**config.mk**
```make
export PLATFORM = sky130hd
export DESIGN_NAME = segway_drive_seq
export DESIGN_NICKNAME = d
export VERILOG_FILES = /design/src/rtl/segway_drive_seq.sv
export SDC_FILE = /design/constraint.sdc
export NUM_CORES = 1
export LEC_CHECK = 0
export BUFFER_PORTS_ARGS = -buffer_cell sky130_fd_sc_hd__buf_2
export CORE_ASPECT_RATIO = 0.7
export CORE_MARGIN = 2
export CORE_UTILIZATION = 25
export DETAILED_ROUTE_END_ITERATION = 12
export PLACE_DENSITY = 0.46
export RECOVER_POWER = 25
export SETUP_SLACK_MARGIN = 0.1
export SLEW_MARGIN = 20
export SYNTH_ARGS = -nofsm -noshare
export SYNTH_HDL_FRONTEND = slang
export SYNTH_SLANG_ARGS = --single-unit
```
**constraint.sdc**
```tcl
create_clock -name clk -period 4.7 [get_ports clk]
set_input_delay 0.705 -clock clk [delete_from_list [all_inputs] [get_ports clk]]
set_output_delay 0.705 -clock clk [all_outputs]
set_load 0.01 [all_outputs]
```
**src/rtl/segway_drive_seq.sv**
```systemverilog
// Soft-start / power sequencer feeding Segway_Math: ss_tmr ramp, pwr_up gate, steering enable, overspeed fault.
// Optional feature macro SEQ_FAST_RESTART_EN: pwr_req during ramp-down restarts the ramp from the current ss_tmr.
module segway_drive_seq #(
    parameter int RAMP_DIV   = 1024,
    parameter int TF_PERSIST = 4,
    parameter int TF_CLEAR   = 256
) (
    input  logic       clk,
    input  logic       rst_n,
    input  logic       pwr_req,
    input  logic       en_steer_req,
    input  logic       too_fast,
    output logic [7:0] ss_tmr,
    output logic       pwr_up,
    output logic       en_steer,
    output logic       ovr_flt,
    output logic [2:0] seq_st
);
    localparam int PW  = $clog2(RAMP_DIV);
    localparam int TFW = $clog2(TF_PERSIST + 1);
    localparam int CLW = $clog2(TF_CLEAR + 1);

    typedef enum logic [2:0] {
        ST_OFF    = 3'd0,
        ST_RAMP   = 3'd1,
        ST_RUN    = 3'd2,
        ST_OVRSPD = 3'd3,
        ST_RAMPDN = 3'd4
    } state_t;

    state_t           r_state, w_state_nxt;
    logic [7:0]       r_ss_tmr, w_ss_nxt;
    logic [PW-1:0]    r_presc, w_presc_nxt;
    logic [TFW-1:0]   r_tf_cnt, w_tf_nxt, w_tf_inc;
    logic [CLW-1:0]   r_clr_cnt, w_clr_nxt, w_clr_inc;
    logic             r_pwr_up, r_en_steer, r_ovr_flt;
    logic             w_tick, w_restart;

    function automatic logic [7:0] sat_inc8(input logic [7:0] v);
        return (v == 8'hFF) ? 8'hFF : v + 8'd1;
    endfunction

    function automatic logic [7:0] sat_dec8(input logic [7:0] v);
        return (v == 8'h00) ? 8'h00 : v - 8'd1;
    endfunction

`ifdef SEQ_FAST_RESTART_EN
    assign w_restart = pwr_req;
`else
    assign w_restart = 1'b0;
`endif

    assign w_tick    = (r_presc == PW'(RAMP_DIV - 1));
    assign w_tf_inc  = r_tf_cnt + TFW'(1);
    assign w_clr_inc = r_clr_cnt + CLW'(1);

    // Prescaler and counters default to 0, so any state change clears them.
    always_comb begin
        w_state_nxt = r_state;
        w_ss_nxt    = r_ss_tmr;
        w_presc_nxt = '0;
        w_tf_nxt    = '0;
        w_clr_nxt   = '0;
        case (r_state)
            ST_OFF: begin
                w_ss_nxt = 8'd0;
                if (pwr_req) w_state_nxt = ST_RAMP;
            end
            ST_RAMP: begin
                if (!pwr_req) begin
                    w_state_nxt = ST_RAMPDN;
                end else if (w_tick) begin
                    w_ss_nxt = sat_inc8(r_ss_tmr);
                    if (r_ss_tmr >= 8'd254) w_state_nxt = ST_RUN;
                end else begin
                    w_presc_nxt = r_presc + PW'(1);
                end
            end
            ST_RUN: begin
                w_ss_nxt = 8'hFF;
                if (!pwr_req) begin
                    w_state_nxt = ST_RAMPDN;
                end else if (too_fast) begin
                    if (w_tf_inc == TFW'(TF_PERSIST)) w_state_nxt = ST_OVRSPD;
                    else                               w_tf_nxt    = w_tf_inc;
                end
            end
            ST_OVRSPD: begin
                w_ss_nxt = 8'hFF;
                if (!pwr_req) begin
                    w_state_nxt = ST_RAMPDN;
                end else if (!too_fast) begin
                    if (w_clr_inc == CLW'(TF_CLEAR)) w_state_nxt = ST_RUN;
                    else                              w_clr_nxt   = w_clr_inc;
                end
            end
            ST_RAMPDN: begin
                if (w_restart) begin
                    w_state_nxt = ST_RAMP;
                end else if (r_ss_tmr == 8'd0) begin
                    w_state_nxt = ST_OFF;
                end else if (w_tick) begin
                    w_ss_nxt = sat_dec8(r_ss_tmr);
                    if (r_ss_tmr == 8'd1) w_state_nxt = ST_OFF;
                end else begin
                    w_presc_nxt = r_presc + PW'(1);
                end
            end
            default: begin
                w_state_nxt = ST_OFF;
                w_ss_nxt    = 8'd0;
            end
        endcase
    end

    // Flag outputs are registered from the next state so they align with seq_st.
    always_ff @(posedge clk or negedge rst_n) begin
        if (!rst_n) begin
            r_state    <= ST_OFF;
            r_ss_tmr   <= 8'd0;
            r_presc    <= '0;
            r_tf_cnt   <= '0;
            r_clr_cnt  <= '0;
            r_pwr_up   <= 1'b0;
            r_en_steer <= 1'b0;
            r_ovr_flt  <= 1'b0;
        end else begin
            r_state    <= w_state_nxt;
            r_ss_tmr   <= w_ss_nxt;
            r_presc    <= w_presc_nxt;
            r_tf_cnt   <= w_tf_nxt;
            r_clr_cnt  <= w_clr_nxt;
            r_pwr_up   <= (w_state_nxt != ST_OFF);
            r_en_steer <= (w_state_nxt == ST_RUN) && en_steer_req;
            r_ovr_flt  <= (w_state_nxt == ST_OVRSPD);
        end
    end

    assign ss_tmr   = r_ss_tmr;
    assign pwr_up   = r_pwr_up;
    assign en_steer = r_en_steer;
    assign ovr_flt  = r_ovr_flt;
    assign seq_st   = r_state;
endmodule

```
==> results of run 1 <==
-- synth_stat cells (2+ instances only) --
cell / instances / share of area [%]
a32oi_1: 2 / 0.83
clkbuf_1: 6 / 1.1
a31oi_1: 6 / 1.8
nand4_1: 4 / 1.2
inv_1: 4 / 0.71
and4_1: 2 / 0.83
and3_1: 8 / 2.4
nand4b_1: 3 / 1.2
a221o_1: 2 / 0.95
nand3_1: 9 / 2.1
nor2b_1: 4 / 1.2
nor3_1: 5 / 1.2
dfrtp_1: 36 / 43
nor2_1: 29 / 5.2
xor2_1: 8 / 3.3
ha_1: 8 / 4.7
a21o_1: 3 / 1.1
nor3b_1: 5 / 1.8
buf_2: 6 / 1.4
or2_2: 2 / 0.59
o221ai_1: 2 / 0.83
xnor2_1: 8 / 3.3
a21oi_1: 9 / 2.1
o21ai_0: 16 / 3.8
nand2b_1: 3 / 0.89
nor4_1: 2 / 0.59
o21a_1: 2 / 0.71
a211o_1: 2 / 0.83
nand2_1: 11 / 2.0
and2_1: 2 / 0.59
-- worst max-delay path, delay by kind of cell (launching register included) --
family | cells | cell delay (ns)
simple gates | 3 | 0.88
flops | 1 | 0.50
compound gates | 2 | 0.45
fa+ha+maj | 1 | 0.21
buf+inv | 1 | 0.14
-- sequential cells by signal, indices dropped and copies added, names as in the netlist --
| name | flops |
|---|---|
| en_steer | 1 |
| seq_st | 3 |
| r_clr_cnt | 9 |
| ovr_flt | 1 |
| ss_tmr | 8 |
| r_tf_cnt | 3 |
| pwr_up | 1 |
| r_presc | 10 |
-- where the power goes --
group	internal (mW)	total, mW	switching, mW
registers	0.349	0.441	0.0916
logic	0.154	0.382	0.228
clock network	0.197	0.332	0.135
total	0.701	1.15	0.454
-- cell type report --
cell class              count  area (µm²)  share of cell area [%]
clock inverters             3        23.8                   0.976
clock buffers               5         125                    5.14
inverters                   4        15.0                   0.616
well taps                 105         131                    5.39
flip-flops and latches     36         901                    37.0
multi-input cells         175        1150                    47.3
repair buffers             18        88.8                    3.65
-- cell families after synthesis --
family / after synthesis / synth area share, %
AOI/OAI and AO/OA: 57 / 18.9
buffers and inverters: 17 / 3.38
adders and majority gates: 8 / 4.74
DFF: 36 / 42.7
and+or+nand+nor: 94 / 23.7
xor gates and xnor gates: 16 / 6.64
-- metal layers --
metal	vias to the layer above	global-route usage [%]	part of all wire, %
met1	813	18.3	56
met4	0	3.66	0.90
met3	4	3.06	4.5
li1	854	-	-
met5	-	0	0
met2	34	14.8	38
-- worst paths after layout --
check                      slack [ns]                  start  depth (start not counted)                     to
setup reg to reg                 2.40  ss_tmr[0]$_DFFE_PN0P_                          7   r_presc[2]$_DFF_PN0_
min in group asynchronous        1.00                  rst_n                          1   r_presc[1]$_DFF_PN0_
hold reg to reg                  0.48  r_tf_cnt[0]$_DFF_PN0_                          1  r_tf_cnt[0]$_DFF_PN0_
hold / removal                   0.48  r_tf_cnt[0]$_DFF_PN0_                          1  r_tf_cnt[0]$_DFF_PN0_
max in group asynchronous        2.56                  rst_n                          1       pwr_up$_DFF_PN0_
setup / recovery                 2.40  ss_tmr[0]$_DFFE_PN0P_                          7   r_presc[2]$_DFF_PN0_
-- through the flow --
step | instances | util (%)
floorplan | 228 | -
CTS | 346 | 29.2
detailed placement | 338 | 27.4
finish | 346 | 29.2
global route | 346 | 29.2
global placement | 338 | 27.3
==> impl_metrics.py, run 1 <==
metrics = {
    "routing": {
        "drt-total-wl_mm": 4.91,
        "wire_per_inst_um": 14.2,
        "dr.pass1.iters": 4,
        "ant_nets": 0,
        "vias_per_cell": 4.93,
        "drtIter0Drc": 123,
        "drc": 0,
        "vias": 1705,
    },
    "clock_tree": {
        "cts_setup_buffers": 0,
        "root_buffer": "clkbuf_16",
        "cts_resized": 0,
        "clk-insertion-delay-late_ns": 0.28,
        "clk_path_buf_depth": 2,
        "htree_levels": 2,
        "cts.sinks": 36,
        "cts_tree": "built",
        "cts.hold.buffers_added": 0,
        "numCtsBuffers": 5,
        "clk_pin_slew_ns": 0.06,
    },
    "placement": {
        "post-dp-hpwl_mm": 3.45,
        "gp_routability_congestion": 0.810,
        "place_area_um2": 2280,
        "portBuffers": 18,
        "preCtsSetupSlack_ns": 2.33,
    },
    "timing": {
        "relSlewSlack_pct": -33.7,
        "fmax_mhz": 436,
        "hold_viol_final": 0,
        "clock_skew_ns": 0.00487,
        "holdWs_ns": 0.476,
        "finalSetupTns_ns": 0,
        "report.final.slew_viol_count": 37,
        "finalWorstPathRequiredPeriod_ns": 2.30,
        "setup_viol": 0,
        "rsz0062_at_grt": "false",
        "fin_crit_sh_pct": 48.8,
        "worst_pin_slew_ns": 2.01,
        "final.setup.worst_slack_ns": 2.40,
    },
    "power": {
        "vdd_drop_max_uv": 149,
        "power_density_nw_per_um2": 474,
        "leakage_nw": 1.08,
        "p_total_mw": 1.15,
    },
    "global_routing": {
        "grtUsageTotal_pct": 11.6,
        "overflow": 0,
        "grt_pass1_wl_mm": 8.27,
        "grt_pass1_vias": 1544,
        "grt_start_max_net_pins": 37,
        "antenna_found_initial": 0,
    },
    "yosys": {
        "synth_seq_area_share_pct": 42.7,
        "syn-cell-area_um2": 2110,
        "ys_types": 49,
        "avgSynthCellArea_um2": 9.26,
        "ys_seq_elements": 36,
        "async_flop_share_pct": 100,
        "synth_warnings": 0,
        "ys.flop_type": "dfrtp_1",
        "syn_inst": 228,
        "syn-num-nets": 241,
        "synth_edf_count": 0,
    },
    "cells_and_area": {
        "fin_area_um2": 2440,
        "layout.nets": 253,
        "area_growth_pct": 15.3,
        "final_common_cell": "dfrtp_1",
        "fill_cells": 902,
        "diodes": 0,
        "layout_common_cells": "dfrtp_1, nor2_1, buf_2",
        "drive_gt1_share_pct": 13.7,
    },
    "floorplanning": {
        "rows": 28,
        "die-height_um": 80.9,
        "fp.coreArea_um2": 8340,
        "die_x_um": 114,
        "start_util_pct": 25.3,
        "die_area_um2": 9210,
        "io_pins": 19,
    },
    "worst_setup_path": {
        "path_class": "flip-flop to flip-flop",
        "crit_path_frequent_cell": "a21oi_1",
        "slowest_stage": "nor3b_1",
        "end_kind": "flip-flop",
        "required_ns": 4.86,
        "worstPathArrival_ns": 2.46,
        "cp-start-kind": "flip-flop",
        "path_cells": "inv_1 > ha_1 > nor3b_1 > a21oi_1 > a21oi_1 > or2_2 > nor2_1",
        "slowest_delay_ns": 0.55,
        "critPathMaxFanout": 12,
    },
    "flow_run": {
        "maxCapViolCount": 1,
    },
    "status": {
        "outcome": "finished with violations",
        "violations": "capacitance limit, slew limit",
    },
    "worst_hold_path": {
        "hold_path.class": "flip-flop to flip-flop",
    },
}
No activity file was read; power rests on OpenSTA's default activity.
==> inputs of run 2 (changes only) <==
--- a/config.mk
+++ b/config.mk
@@ -5,6 +5,7 @@
 export SDC_FILE = /design/constraint.sdc
 export NUM_CORES = 1
 export LEC_CHECK = 0
+export ABC_AREA = 1
 export BUFFER_PORTS_ARGS = -buffer_cell sky130_fd_sc_hd__buf_2
 export CORE_ASPECT_RATIO = 0.7
 export CORE_MARGIN = 2
==> constraint.sdc (replaced) <==
create_clock -name clk -period 2.4 [get_ports clk]
set_input_delay 0.36 -clock clk [delete_from_list [all_inputs] [get_ports clk]]
set_output_delay 0.36 -clock clk [all_outputs]
set_load 0.01 [all_outputs]
==> run 2 against run 1 <==
Compared with the run above: the run now ends clean; synthesized area rose by 3.4%; non-clock buffer count is the same; first-iteration DRC count down 3.3%; worst setup slack lost 2.0 ns; sequential share of layout area fell by 2.0 points; critical path type unchanged; total power increased by 120%; critical path depth grew 3; maximum frequency rose by 16%; largest power group is now combinational logic; via count increased by 8.9%; highest routed layer unchanged.
==> impl_metrics.py, run 2 <==
metrics = {
    "worst_setup_path": {
        "cp-start-kind": "flip-flop",
        "required_ns": 2.57,
        "timing.rr.end": "ss_tmr[5]$_DFFE_PN0P_",
        "path_class": "flip-flop to flip-flop",
        "critPathMaxFanout": 15,
        "r2r_setup_slack_ns": 0.43,
        "end_kind": "flip-flop",
        "r2r_cells": 10,
        "worstPathArrival_ns": 2.14,
        "rr_startpoint": "ss_tmr[0]$_DFFE_PN0P_",
    },
    "global_routing": {
        "overflow": 0,
        "grt_start_max_net_pins": 37,
        "antenna_found_initial": 0,
        "grt_pass1_vias": 1803,
        "grt_pass1_wl_mm": 9.03,
        "grtUsageTotal_pct": 12.5,
    },
    "yosys": {
        "synth_seq_area_share_pct": 41.3,
        "synth_common_cells": "nand2_1, nor2_1, dfrtp_1, inv_1, nand3_1",
        "syn_inst": 281,
        "synth_warnings": 0,
        "syn-cell-area_um2": 2180,
        "netlist.area_leader.share_pct": 41.3,
        "ys_seq_elements": 36,
        "avgSynthCellArea_um2": 7.77,
        "synth_most_common_cell": "nand2_1",
        "async_flop_share_pct": 100,
        "synth_edf_count": 0,
        "ys.flop_type": "dfrtp_1",
        "ys_types": 33,
        "yosys-top-cells-area": "dfrtp_1, nand2_1, nor2_1",
        "syn-num-nets": 294,
        "yosys.area.top_type": "dfrtp_1",
    },
    "routing": {
        "drc": 0,
        "drt-total-wl_mm": 5.17,
        "drtIter0Drc": 119,
        "dr.pass1.iters": 4,
        "vias": 1856,
        "vias_per_cell": 4.40,
        "ant_nets": 0,
        "wire_per_inst_um": 12.3,
    },
    "cells_and_area": {
        "area_growth_pct": 17.8,
        "layout.nets": 314,
        "fin_area_um2": 2570,
        "drive_gt1_share_pct": 14.6,
        "regMostFlops": "r_presc",
        "layout_common_cells": "nand2_1, nor2_1, dfrtp_1",
        "largest_reg_flops": 10,
        "fin_cells": 422,
        "final_common_cell": "nand2_1",
        "diodes": 0,
    },
    "timing": {
        "clock_skew_ns": 0.00473,
        "report.final.slew_viol_count": 0,
        "finalSetupTns_ns": 0,
        "rsz0062_at_grt": "false",
        "worst_pin_slew_ns": 0.958,
        "setup_viol": 0,
        "fin_crit_sh_pct": 82.1,
        "hold_viol_final": 0,
        "relSlewSlack_pct": 36.2,
        "finalWorstPathRequiredPeriod_ns": 1.97,
        "fmax_mhz": 508,
    },
    "floorplanning": {
        "die_area_um2": 9510,
        "rows": 28,
        "start_util_pct": 25.8,
        "die_x_um": 116,
        "io_pins": 19,
        "fp.coreArea_um2": 8480,
        "die-height_um": 82.2,
    },
    "clock_tree": {
        "cts.hold.buffers_added": 0,
        "cts_tree": "built",
        "root_buffer": "clkbuf_16",
        "cts.sinks": 36,
        "numCtsBuffers": 5,
        "cts_resized": 0,
        "htree_levels": 2,
        "cts_setup_buffers": 0,
        "clk_pin_slew_ns": 0.06,
        "clk-insertion-delay-late_ns": 0.28,
        "clk_path_buf_depth": 2,
    },
    "placement": {
        "gp_routability_congestion": 0.805,
        "place_area_um2": 2390,
        "post-dp-hpwl_mm": 3.75,
        "dp_cells": 414,
        "portBuffers": 18,
    },
    "worst_hold_path": {
        "hold_path.class": "primary input to asynchronous set/reset pin",
    },
    "power": {
        "leakage_nw": 1.15,
        "power_density_nw_per_um2": 983,
        "vdd_drop_max_uv": 425,
        "p_total_mw": 2.53,
    },
    "status": {
        "outcome": "finished, final reports clean",
    },
    "flow_run": {
        "maxCapViolCount": 0,
    },
}
run 2: logic make-up after synthesis:
group                      synth area share (%)
xor gates and xnor gates                   3.15
DFF                                        41.3
and+or+nand+nor                            32.3
AOI/OAI and AO/OA                          11.5
buffers and inverters                      7.22
adders and majority gates                  4.58
run 2: metrics by stage:
step / utilization [%] / setup WS, ns / hold WS (ns)
floorplan: - / 0.755 / 0.0644
global placement: 28.2 / 0.494 / 0.457
detailed placement: 28.2 / 0.444 / 0.456
CTS: 30.3 / 0.416 / 0.238
global route: 30.3 / 0.196 / 0.280
finish: 30.3 / 0.430 / 0.224
run 2: power by group:
part	switching (mW)	total (mW)	internal, mW	leakage [nW]
registers	0.151	0.844	0.693	0.494
clock network	0.259	0.806	0.547	0.0901
logic	0.582	0.878	0.296	0.564
run 2: area by class of cell:
| cell class | instances | area [µm²] |
|---|---|---|
| Clock buffer | 7 | 153 |
| Clock inverter | 1 | 30.0 |
| Fill cell | 933 | 5910 |
| Inverter | 33 | 124 |
| Multi-Input combinational cell | 207 | 1120 |
| Sequential cell | 36 | 901 |
| Tap cell | 120 | 150 |
| Timing Repair Buffer | 18 | 90.1 |
run 2: worst max-delay path by stage:
| stage | start | end | slack (ns) | depth (start not counted) |
|---|---|---|---|---|
| detailed placement | ss_tmr[0]$_DFFE_PN0P_ | ss_tmr[5]$_DFFE_PN0P_ | 0.44 | 10 |
| global route | ss_tmr[0]$_DFFE_PN0P_ | ss_tmr[5]$_DFFE_PN0P_ | 0.20 | 10 |
| floorplan | ss_tmr[0]$_DFFE_PN0P_ | ss_tmr[5]$_DFFE_PN0P_ | 0.75 | 10 |
| global placement | ss_tmr[0]$_DFFE_PN0P_ | ss_tmr[5]$_DFFE_PN0P_ | 0.49 | 10 |
| CTS | ss_tmr[0]$_DFFE_PN0P_ | ss_tmr[5]$_DFFE_PN0P_ | 0.42 | 10 |
| finish | ss_tmr[0]$_DFFE_PN0P_ | ss_tmr[5]$_DFFE_PN0P_ | 0.43 | 10 |
run 2: routing by layer:
| layer | share of wire [%] | GRT usage (%) |
|---|---|---|
| met5 | 0 | 0 |
| met4 | 0.79 | 3.45 |
| met3 | 4.8 | 4.09 |
| met2 | 41 | 17.6 |
| met1 | 54 | 18.1 |
run 2: critical path: stages (launching register included):
cell and delay [ns]:
dfrtp_1 0.44, inv_1 0.15, ha_1 0.25, nand2_1 0.13
inv_1 0.09, nand4_1 0.11, o21ai_2 0.09, nor2_4 0.32
o211ai_1 0.14, nand2_1 0.08, nand2_1 0.05
==> inputs of run 3 (changes only) <==
--- a/config.mk
+++ b/config.mk
@@ -5,13 +5,13 @@
 export SDC_FILE = /design/constraint.sdc
 export NUM_CORES = 1
 export LEC_CHECK = 0
-export ABC_AREA = 1
+export ABC_AREA = 0
 export BUFFER_PORTS_ARGS = -buffer_cell sky130_fd_sc_hd__buf_2
 export CORE_ASPECT_RATIO = 0.7
 export CORE_MARGIN = 2
 export CORE_UTILIZATION = 25
 export DETAILED_ROUTE_END_ITERATION = 12
-export PLACE_DENSITY = 0.46
+export PLACE_DENSITY = 0.48
 export RECOVER_POWER = 25
 export SETUP_SLACK_MARGIN = 0.1
 export SLEW_MARGIN = 20
==> constraint.sdc (replaced) <==
create_clock -name clk -period 1.79 [get_ports clk]
set_input_delay 0.2685 -clock clk [delete_from_list [all_inputs] [get_ports clk]]
set_output_delay 0.2685 -clock clk [all_outputs]
set_load 0.01 [all_outputs]
==> run 3 against run 2 <==
Compared with the run above: the run now ends with setup timing left; sequential power is 22% higher; worst setup slack worse by 0.56 ns; core utilization is 7.5 points higher; flip-flop and latch count stayed put; clock skew is 0.0031 ns higher; global-route usage is 0.46 points higher; design area is 23% higher; highest routed layer unchanged.
==> impl_metrics.py, run 3 (same netlist as run 1, synthesis figures left out) <==
metrics = {
    "status": {
        "outcome": "finished with violations",
        "violations": "setup timing",
    },
    "clock_tree": {
        "clk_pin_slew_ns": 0.06,
        "clk_path_buf_depth": 2,
        "clk-insertion-delay-late_ns": 0.28,
        "htree_levels": 2,
        "cts.hold.buffers_added": 0,
        "cts_tree": "built",
        "numCtsBuffers": 5,
        "root_buffer": "clkbuf_16",
        "cts.sinks": 36,
    },
    "cells_and_area": {
        "regMostFlops": "r_presc",
        "drive_gt1_share_pct": 45.6,
        "diodes": 0,
        "fin_area_um2": 3160,
        "post-route-util_pct": 37.9,
        "fill_cells": 834,
        "layout.nets": 318,
        "multi_input_area_um2": 1370,
        "area_growth_pct": 49.5,
        "fin_cells": 410,
        "final_common_cell": "buf_4",
        "register_area_um2": 908,
        "largest_reg_flops": 10,
        "layout_common_cells": "buf_4, dfrtp_1, nor2_1",
    },
    "placement": {
        "preCtsSetupSlack_ns": -0.137,
        "portBuffers": 18,
        "dp_cells": 391,
        "place_area_um2": 2770,
        "gp_routability_congestion": 0.815,
        "post-dp-hpwl_mm": 4.09,
    },
    "worst_setup_path": {
        "path_class": "flip-flop to flip-flop",
        "end_kind": "flip-flop",
        "timing.rr.end": "en_steer$_DFF_PN0_",
        "worstPathArrival_ns": 2.13,
        "required_ns": 2.01,
        "r2r_cells": 6,
        "critPathMaxFanout": 3,
        "r2r_setup_slack_ns": -0.13,
        "rr_startpoint": "r_clr_cnt[0]$_DFF_PN0_",
        "cp-start-kind": "flip-flop",
    },
    "timing": {
        "relSlewSlack_pct": 4.43,
        "fin_crit_sh_pct": 107,
        "report.final.slew_viol_count": 0,
        "finalWorstPathRequiredPeriod_ns": 1.92,
        "finalSetupTns_ns": -0.398,
        "hold_viol_final": 0,
        "rsz0062_at_grt": "true",
        "fmax_mhz": 522,
        "setup_viol": 5,
        "worst_pin_slew_ns": 1.43,
        "clock_skew_ns": 0.00787,
        "holdWs_ns": 0.231,
        "final.setup.worst_slack_ns": -0.127,
    },
    "global_routing": {
        "overflow": 0,
        "grt_pass1_vias": 1813,
        "grtUsageTotal_pct": 12.9,
        "grt_pass1_wl_mm": 9.20,
        "grt_start_max_net_pins": 25,
        "antenna_found_initial": 0,
    },
    "power": {
        "power_density_nw_per_um2": 1270,
        "vdd_drop_max_uv": 432,
        "p_total_mw": 4.02,
        "leakage_nw": 1.43,
    },
    "floorplanning": {
        "die_area_um2": 9210,
        "die_x_um": 114,
        "rows": 28,
        "start_util_pct": 25.3,
        "fp.coreArea_um2": 8340,
        "io_pins": 19,
        "die-height_um": 80.9,
    },
    "worst_hold_path": {
        "min_to": "en_steer$_DFF_PN0_",
        "whs_path_depth": 2,
        "hold_path.class": "primary input to flip-flop",
        "holdCritStartpoint": "en_steer_req",
    },
    "routing": {
        "vias_per_cell": 4.78,
        "ant_nets": 0,
        "dr.pass1.iters": 4,
        "wire_per_inst_um": 14.0,
        "drtIter0Drc": 109,
        "vias": 1958,
        "drc": 0,
        "drt-total-wl_mm": 5.74,
    },
    "flow_run": {
        "maxCapViolCount": 0,
    },
}
-- run 3: cell count changes in the layout (fill, tap and decap cells not counted), sizes merged, moves of 6 or more --
cell   delta
buf      +64
nand2    -47
inv      -29
nor2     -22
nand3    -17
and3      +8
xor2      +6
-- run 3: how the worst max path moves through the flow --
stage                                to                   start  cells after the start  slack (ns)
floorplan           seq_st[0]$_DFF_PN0_  r_clr_cnt[0]$_DFF_PN0_                      6       -0.13
global placement    seq_st[0]$_DFF_PN0_  r_clr_cnt[0]$_DFF_PN0_                      6       -0.11
detailed placement  seq_st[0]$_DFF_PN0_  r_clr_cnt[0]$_DFF_PN0_                      6       -0.14
CTS                 seq_st[0]$_DFF_PN0_  r_clr_cnt[0]$_DFF_PN0_                      6       -0.14
global route         en_steer$_DFF_PN0_  r_clr_cnt[0]$_DFF_PN0_                      6       -0.21
finish               en_steer$_DFF_PN0_  r_clr_cnt[0]$_DFF_PN0_                      6       -0.13
-- run 3: timing repair --
action | 4_1_cts | 5_1_grt
pin swaps | 8 | 19
hold endpoints to repair | 0 | 0
gates cloned | 1 | 0
gates resized for setup | 10 | 38
endpoints found under the setup margin | 14 | 23
buffers inserted | 3 | 8
-- run 3: layout make-up --
type	count	area share, %
Tap cell	105	4.16
Multi-Input combinational cell	176	43.4
Timing Repair Buffer	82	18.7
Clock buffer	5	3.96
Sequential cell	36	28.8
Clock inverter	2	0.396
Inverter	4	0.555
-- run 3: where the power goes --
group	switching [mW]	internal, mW	total (mW)	leakage [nW]
Combinational	1.08	1.06	2.15	0.884
Sequential	0.102	0.928	1.03	0.484
Clock	0.332	0.505	0.837	0.0657
Total	1.52	2.50	4.02	1.43
-- run 3: worst max-delay path, stage by stage, from the launching register on --
cell	delay (ns)
dfrtp_1	0.38
ha_2	0.19
a211o_1	0.25
a211o_1	0.28
a221o_1	0.37
o31ai_4	0.21
and3_1	0.18
-- run 3: layer usage --
layer	share of wire, %	vias up	GRT usage (%)
li1	-	985	-
met5	0	-	0
met2	43	40	18.9
met1	52	927	19.2
met3	5.0	6	2.84
met4	0.80	0	3.66
